## src/rtl/bcd_convert_arbiter.sv

```systemverilog
// Shared serial hex-to-BCD converter (double dabble, one step per clock)
// with round-robin arbitration and per-requester ack pulses.
module bcd_convert_arbiter #(
    parameter  int NUM_REQ     = 4,
    parameter  int NIBBLE_SIZE = 2,
    localparam int BCD_SIZE    = (NIBBLE_SIZE < 5) ? (NIBBLE_SIZE + 1) * 4 :
                                 (NIBBLE_SIZE < 10) ? (NIBBLE_SIZE + 2) * 4 :
                                 (NIBBLE_SIZE + 3) * 4,
    localparam int W           = 4 * NIBBLE_SIZE,
    localparam int GW          = $clog2(NUM_REQ)
) (
    input  logic                 clk,
    input  logic                 resetN,
    input  logic [NUM_REQ-1:0]   req,
    input  logic [NUM_REQ*W-1:0] hexValue,
    output logic [NUM_REQ-1:0]   ack,
    output logic [BCD_SIZE-1:0]  bcdValue,
    output logic [GW-1:0]        grantId,
    output logic                 busy
);

    localparam int SW = W + BCD_SIZE;
    localparam int CW = $clog2(W + 1);
    localparam int ND = BCD_SIZE / 4;

    typedef enum logic [1:0] {
        IDLE,
        SHIFT,
        DONE
    } state_t;

    state_t        state;
    logic [SW-1:0] shiftReg;
    logic [CW-1:0] stepCnt;
    logic [GW-1:0] lastGrant;

    logic [GW-1:0] winner;
    logic [GW-1:0] idx;
    logic          found;
    logic [SW-1:0] corrected;
    logic [SW-1:0] shifted;

    // Search starts just past the last winner so every requester gets a turn.
    always_comb begin
        winner = '0;
        idx    = '0;
        found  = 1'b0;
        for (int k = 1; k <= NUM_REQ; k++) begin
            idx = GW'((int'(lastGrant) + k) % NUM_REQ);
            if (!found && req[idx]) begin
                found  = 1'b1;
                winner = idx;
            end
        end
    end

    always_comb begin
        corrected = shiftReg;
        for (int d = 0; d < ND; d++) begin
            if (shiftReg[W+4*d +: 4] >= 4'd5) begin
                corrected[W+4*d +: 4] = shiftReg[W+4*d +: 4] + 4'd3;
            end
        end
        shifted = {corrected[SW-2:0], 1'b0};
    end

    always_ff @(posedge clk or negedge resetN) begin
        if (!resetN) begin
            state     <= IDLE;
            ack       <= '0;
            bcdValue  <= '0;
            grantId   <= '0;
            busy      <= 1'b0;
            lastGrant <= GW'(NUM_REQ - 1);
            shiftReg  <= '0;
            stepCnt   <= '0;
        end else begin
            ack <= '0;
            unique case (state)
                IDLE: begin
                    if (found) begin
                        shiftReg  <= {{BCD_SIZE{1'b0}}, hexValue[winner*W +: W]};
                        grantId   <= winner;
                        lastGrant <= winner;
                        stepCnt   <= '0;
                        busy      <= 1'b1;
                        state     <= SHIFT;
                    end
                end
                SHIFT: begin
                    shiftReg <= shifted;
                    stepCnt  <= stepCnt + 1'b1;
                    if (stepCnt == CW'(W - 1)) begin
                        bcdValue <= shifted[W +: BCD_SIZE];
                        ack      <= NUM_REQ'(1) << grantId;
                        state    <= DONE;
                    end
                end
                DONE: begin
                    busy  <= 1'b0;
                    state <= IDLE;
                end
                default: state <= IDLE;
            endcase
        end
    end

endmodule
```

## config.mk

```make
export PLATFORM = sky130hd
export DESIGN_NAME = bcd_convert_arbiter
export DESIGN_NICKNAME = d
export VERILOG_FILES = /design/src/rtl/bcd_convert_arbiter.sv
export SDC_FILE = /design/constraint.sdc
export NUM_CORES = 1
export LEC_CHECK = 0
export ABC_AREA = 1
export CORE_MARGIN = 2
export CORE_UTILIZATION = 47
export DETAILED_ROUTE_END_ITERATION = 8
export GPL_TIMING_DRIVEN = 0
export PLACE_DENSITY = 0.74
export REMOVE_ABC_BUFFERS = 1
export SETUP_SLACK_MARGIN = 0.5
export SLEW_MARGIN = 40
export SYNTH_ARGS = -nofsm -noshare
export SYNTH_HDL_FRONTEND = slang
export SYNTH_SLANG_ARGS = --single-unit
```

## constraint.sdc

```tcl
create_clock -name clk -period 2.05 [get_ports clk]
set_clock_uncertainty 0.2 [all_clocks]
set_input_delay 0.5125 -clock clk [delete_from_list [all_inputs] [get_ports clk]]
set_output_delay 0.5125 -clock clk [all_outputs]
set_load 0.005 [all_outputs]
```

==> results of run 1 <==
## metal layers
layer | wire length (um) | share of wire | vias to the layer above | global-route usage
li1 | - | - | 1425 | -
met1 | 3300 | 0.37 | 1398 | 0.295
met2 | 4710 | 0.53 | 130 | 0.407
met3 | 574 | 0.065 | 32 | 0.0341
met4 | 291 | 0.033 | 0 | 0.123
met5 | 0 | 0 | - | 0
## worst max-delay path, delay by kind of cell
kind,cells,cell delay [ps]
buffers and inverters,2,580
and+or+nand+nor,11,1210
## area by class of cell
type | instances | area [um^2] | area share
sequential | 47 | 1180 | 0.262
clock inverter | 3 | 43.8 | 0.00974
multi-input combinational | 252 | 1920 | 0.427
tap | 75 | 93.8 | 0.0209
clock buffer | 5 | 68.8 | 0.0153
timing repair buffer | 100 | 886 | 0.197
timing repair inverter | 1 | 3.75 | 0.000834
inverter | 75 | 304 | 0.0676
## power by group through the flow
| stage | sequential [mW] | combinational (mW) | clock (mW) |
|---|---|---|---|
| floorplan | 1.58 | 2.66 | 0 |
| global placement | 1.60 | 3.52 | 0 |
| detailed placement | 1.61 | 3.63 | 0 |
| CTS | 1.59 | 4.79 | 0.696 |
| global route | 1.67 | 6.76 | 0.734 |
| finish | 1.63 | 6.29 | 0.687 |
## flip-flops by register name, indices dropped and copies added (netlist names)
register / flops
ack: 4
bcdValue: 12
busy: 1
grantId: 2
lastGrant: 2
shiftReg: 20
state: 2
stepCnt: 4
## repair_timing
action / CTS / global route
setup buffers: 21 / 20
hold buffers: 1 / 0
resized for setup: 145 / 84
pin swaps: 23 / 32
endpoints found under the setup margin: 66 / 57
cloned: 8 / 4
hold endpoints to repair: 21 / 0
## cell families (layout without fill, tap and decap cells)
| group | Yosys count | after routing |
|---|---|---|
| AO/OA/AOI/OAI | 53 | 54 |
| flip-flops | 47 | 47 |
| XOR/XNOR | 3 | 3 |
| buffers and inverters | 87 | 184 |
| AND/OR/NAND/NOR | 179 | 188 |
| adder cells (fa/ha/maj) | 7 | 7 |
## placed cells by master, fill, tap and decap left out, types with 5 or more instances in the layout
master | synthesis | routed
nand3_2 | 2 | 10
o21ai_0 | 23 | 5
nor2_4 | 2 | 6
nand3_1 | 28 | 21
nand2_4 | 2 | 17
o21ai_1 | 6 | 14
clkdlybuf4s50_1 | 0 | 36
dfrtp_1 | 45 | 45
nand2_8 | 0 | 8
o21ai_2 | 0 | 9
nor2_1 | 11 | 7
buf_4 | 0 | 33
o22ai_1 | 16 | 6
buf_2 | 5 | 20
o22ai_2 | 0 | 10
nand3_4 | 2 | 5
inv_2 | 4 | 12
nand2_2 | 19 | 29
nand4_1 | 16 | 16
clkbuf_8 | 0 | 5
nand2_1 | 91 | 63
inv_1 | 69 | 59
## final timing paths
check,startpoint,to,slack [ps]
max in group asynchronous,resetN,stepCnt[0],780
worst max register to register,lastGrant[0],shiftReg[7],-230
worst min register to register,bcdValue[0],bcdValue[0],280
worst max-delay path,req[2],shiftReg[7],-270
min in group asynchronous,resetN,shiftReg[19],450
worst min-delay path,bcdValue[0],bcdValue[0],280
## through the flow
| step | utilization | hold WS (ps) | cell area, um^2 |
|---|---|---|---|
| 5_1_grt | 0.764 | 312 | 4500 |
| 3_5_place_dp | 0.583 | 238 | 3430 |
| 4_1_cts | 0.673 | 288 | 3960 |
| 2_1_floorplan | - | 16.9 | 2750 |
| 6_report | 0.764 | 283 | 4500 |
| 3_3_place_gp | 0.578 | 264 | 3400 |
==> results_dict.tcl, run 1 <==
set metrics [dict create \
    min_period_ps 2320 \
    cpMostUsedCell "nand2_1" \
    synth_top_area_cell "dfrtp_1" \
    nNetsFinal 527 \
    core_um2 5890 \
    slew-limit-headroom 0.773 \
    htree_levels 2 \
    async_reset_ff_frac 1.00 \
    status "finished with violations" \
    clock-sinks 47 \
    vias 2985 \
    p_switching_mw 4.33 \
    preCtsSetupSlack_ps -780 \
    ys_types 28 \
    synthCells 376 \
    yosys-top-cells-area "dfrtp_1 (40%), nand2_1 (12%), inv_1 (9.1%)" \
    synth-edff-count 0 \
    synth_top_family_by_area "simple AND/OR/NAND/NOR gates" \
    fp-row-count 28 \
    power_density_nw_per_um2 1910 \
    cp-start-kind "input pin" \
    grt_usage 0.239 \
    internal-power_mw 4.27 \
    numCtsBuffers 5 \
    ys_seq_area_frac 0.416 \
    worstPathRequired_ps 2050 \
    io_buffers 56 \
    synthMuxAreaShare 0 \
    crit_type "input pin to flop" \
    drive_gt1_frac 0.418 \
    ys_ff_latch 47 \
    synth-xor-area-share 0.00928 \
    dpl.hpwl_mm 4.25 \
    power_frac_clock 0.080 \
    yosysTopAreaCellShare 0.398 \
    drv_cap 0 \
    violations "negative setup slack" \
    crit_path_max_fanout 8 \
    synthSimpleGateAreaFrac 0.309 \
    ant_nets 0 \
    synth.avg_cell_area_um2 7.53 \
    final_cells 558 \
    first_global_vias 2743 \
    rsz0062_at_grt "true" \
    placed_cells 496 \
    die_area_um2 6660 \
    overflow 0 \
    die_h_um 81.6 \
    worst_r2r_path_depth 12 \
    ios 57 \
    ir_drop_v 0.000955 \
    initial_core_util 0.481 \
    max_freq_ghz 0.431 \
    p_comb_frac 0.731 \
    yosysMostFrequentCell "nand2_1" \
    synthesis.area_um2 2830 \
    cts_tree "done" \
    worst_pin_slew_ps 339 \
    p_total_mw 8.61 \
    via_per_inst 5.35 \
    leakage_nw 2.22 \
    fp.dieW_um 81.6 \
    synth_commonest_cells "nand2_1 (91), inv_1 (69), dfrtp_1 (45), nand3_1 (28), o21ai_0 (23)" \
    drv_slew 0 \
    synthAdderAreaFrac 0.0309 \
    pwr-share-seq 0.189 \
    area_delta_synth_final_pct 58.8 \
    synth_warnings 0 \
    sw_frac_of_total 0.503 \
    hold_violations 0 \
    drt-wirelength-per-cell_um 15.9 \
    fin_setup_tns_ps -5080 \
    path_cells "clkdlybuf4s50_1, inv_1, nand2_1, nand3_2, nand2_2, nor2_4, nand3_4, nand3_4, nand2_2, nand3_2, nand2_1, nand2_1, nand2_1" \
    grt_start_max_net_pins 28 \
    worst_setup_path_end_kind "flop" \
    worstSkewPairLatency_ps 310 \
    drt-total-wl_mm 8.87 \
    setup-violations-final 30 \
    synthFlopType "dfrtp_1" \
    fin_crit_sh 1.13 \
    root_buffer "clkbuf_8" \
    cp_slowest_cell "clkdlybuf4s50_1" \
    fill_cells 384 \
    gp_congestion 0.820 \
    arrival_ps 2320 \
    route.detailed.drc 0 \
    max-clock-path-buffers 2 \
    path_clk_slew_ps 90 \
    crit_path_max_incr_delay_ps 480 \
    antenna_found_initial 0 \
    synth_compound_area_frac 0.105 \
    worst_slack_ps -270 \
    drtIter0Drc 161 \
    min_path_type "flop to flop" \
    min_path_cells 2 \
    first_pass_iters 5 \
    grt_pass1_wl_mm 12.2 \
    num_antenna_cells 0 \
]
Power figures use the tool's default switching activity.
==> inputs of run 2 (changes only) <==
CTS_BUF_LIST = sky130_fd_sc_hd__clkbuf_8 sky130_fd_sc_hd__clkbuf_16   (was default)
==> results of run 2 <==
Final layout, timing and power as in run 1 (identical DEF).
==> RTL edit: new RTL, flow settings as in run 1 <==
The parameter `NUM_REQ` goes from 4 to 2.
--- a/src/rtl/bcd_convert_arbiter.sv
+++ b/src/rtl/bcd_convert_arbiter.sv
@@ -3,3 +3,3 @@
 module bcd_convert_arbiter #(
-    parameter  int NUM_REQ     = 4,
+    parameter  int NUM_REQ     = 2,
     parameter  int NIBBLE_SIZE = 2,
Ports: changed (resized ack, grantId, hexValue and req); port bits go from 57 to 36. No check against the original RTL was run, so the function may have changed too.
==> RTL edit against run 1 <==
  * The flow finishes with violations (hold timing)
  * Hold slack lost 300 ps
  * Synthesized cell count shrank 27%
  * Routed wire length shrank 44%
  * Worst setup slack gained 760 ps
  * Via count shrank 34%
  * Design area shrank 35%
  * Sequential cell count shrank 4
  * Area after synthesis shrank 23%
  * Critical endpoint is now bcdValue[1]
  * Fmax grew 49%
Power is not compared: it rests on default switching activity, and its combinational part moved more than twofold at a synthesized area within 25%.
==> RTL edit: results (changes against run 1) <==
{
  "cpPeakStageDelay": {"value": 390, "unit": "ps", "change": "-90 ps"},
  "grt_usage": {"value": 0.201, "change": "-0.0385"},
  "regToRegSetupSlack": {"value": 490, "unit": "ps", "change": "+720 ps"},
  "routed-via-count": {"value": 1975, "change": "-34%"},
  "seq_area_frac_synth": {"value": 0.495, "change": "+0.0787"},
  "route.detailed.wl_per_inst": {"value": 12.6, "unit": "um", "change": "-20%"},
  "failed_checks": "hold timing",
  "critPathMaxFanout": {"value": 6, "change": "-2"},
  "synth_cell_type_count": {"value": 24, "change": "-14%"},
  "run_status": "finished with violations",
  "met2_length": {"value": 2410, "unit": "um", "change": "-49%"},
  "grt_start_max_net_pins": {"value": 44, "change": "+57%"},
  "hold_slack": {"value": -15.9, "unit": "ps", "change": "-299 ps"},
  "m1WireLength": {"value": 2210, "unit": "um", "change": "-33%"},
  "reg_top3": "shiftReg (20), bcdValue (12), stepCnt (4)",
  "cpMaxStageDelayCell": "sky130_fd_sc_hd__dfrtp_1",
  "final-hold-violation-count": {"value": 23, "change": "+23"},
  "detailedPlacementHpwl": {"value": 2870, "unit": "um", "change": "-33%"},
  "grt_first_pass_wirelength": {"value": 8070, "unit": "um", "change": "-34%"},
  "synth.area.top_cells": "sky130_fd_sc_hd__dfrtp_1 (48%), sky130_fd_sc_hd__nand2_1 (19%), sky130_fd_sc_hd__nand3_1 (8.7%)",
  "worst-r2r-cell-count": {"value": 6, "change": "-6"},
  "place_congestion": {"value": 0.895, "change": "+9.2%"},
  "synth_top_cells_by_count": "sky130_fd_sc_hd__nand2_1 (109), sky130_fd_sc_hd__dfrtp_1 (42), sky130_fd_sc_hd__nand3_1 (38)",
  "routed-wl-met3": {"value": 255, "unit": "um", "change": "-56%"},
  "first_global_vias": {"value": 1840, "change": "-33%"}
}
[RTL edit: final cells by class]
type                            count  area (um2)  share of cell area
Tap cell                           52        65.1              0.0224
Sequential cell                    43        1080               0.371
Clock buffer                        6        82.6              0.0284
Timing Repair Buffer               59         473               0.163
Inverter                           31         126              0.0434
Clock inverter                      2        35.0              0.0120
Multi-Input combinational cell    197        1040               0.358
Timing Repair inverter              1        6.26             0.00215
[RTL edit: stage by stage]
step	setup slack, ps	std cells	instance area, um2
CTS	511	377	2710
global route	432	391	2910
detailed placement	-191	356	2550
finish	488	391	2910
floorplan	393	269	2130
global placement	-831	356	2550
[RTL edit: power by group]
group	internal, mW	leakage [nW]	total, mW	switching [mW]
combinational	0.932	0.937	2.21	1.28
sequential	1.25	0.529	1.51	0.263
clock	0.394	0.0612	0.690	0.296
[RTL edit: worst paths after layout]
path	from	to
min in group clk	bcdValue[3]	bcdValue[3]
worst min register to register	bcdValue[3]	bcdValue[3]
max in group asynchronous	resetN	shiftReg[12]
worst min-delay path	resetN	shiftReg[2]
worst max register to register	stepCnt[1]	bcdValue[1]
worst max-delay path	stepCnt[1]	bcdValue[1]
[RTL edit: metal layers]
layer	vias to the layer above	GRT usage
li1	1001	-
met1	914	0.256
met2	52	0.320
met3	8	0.0500
met4	0	0.0964
met5	-	0
[RTL edit: cell families (layout without fill, tap and decap cells)]
kind of cell,after synthesis,in the layout,share of synthesized area
AOI/OAI and AO/OA,17,17,0.0460
adders and majority gates,7,7,0.0402
buffers and inverters,37,99,0.0741
DFF,43,43,0.495
and+or+nand+nor,171,173,0.345
[RTL edit: what timing repair did]
item                       4_1_cts  5_1_grt
setup buffers                   11       12
gates resized for setup         76       28
setup endpoints to repair       57       37
pin swaps                        3       10
gates cloned                     2        2
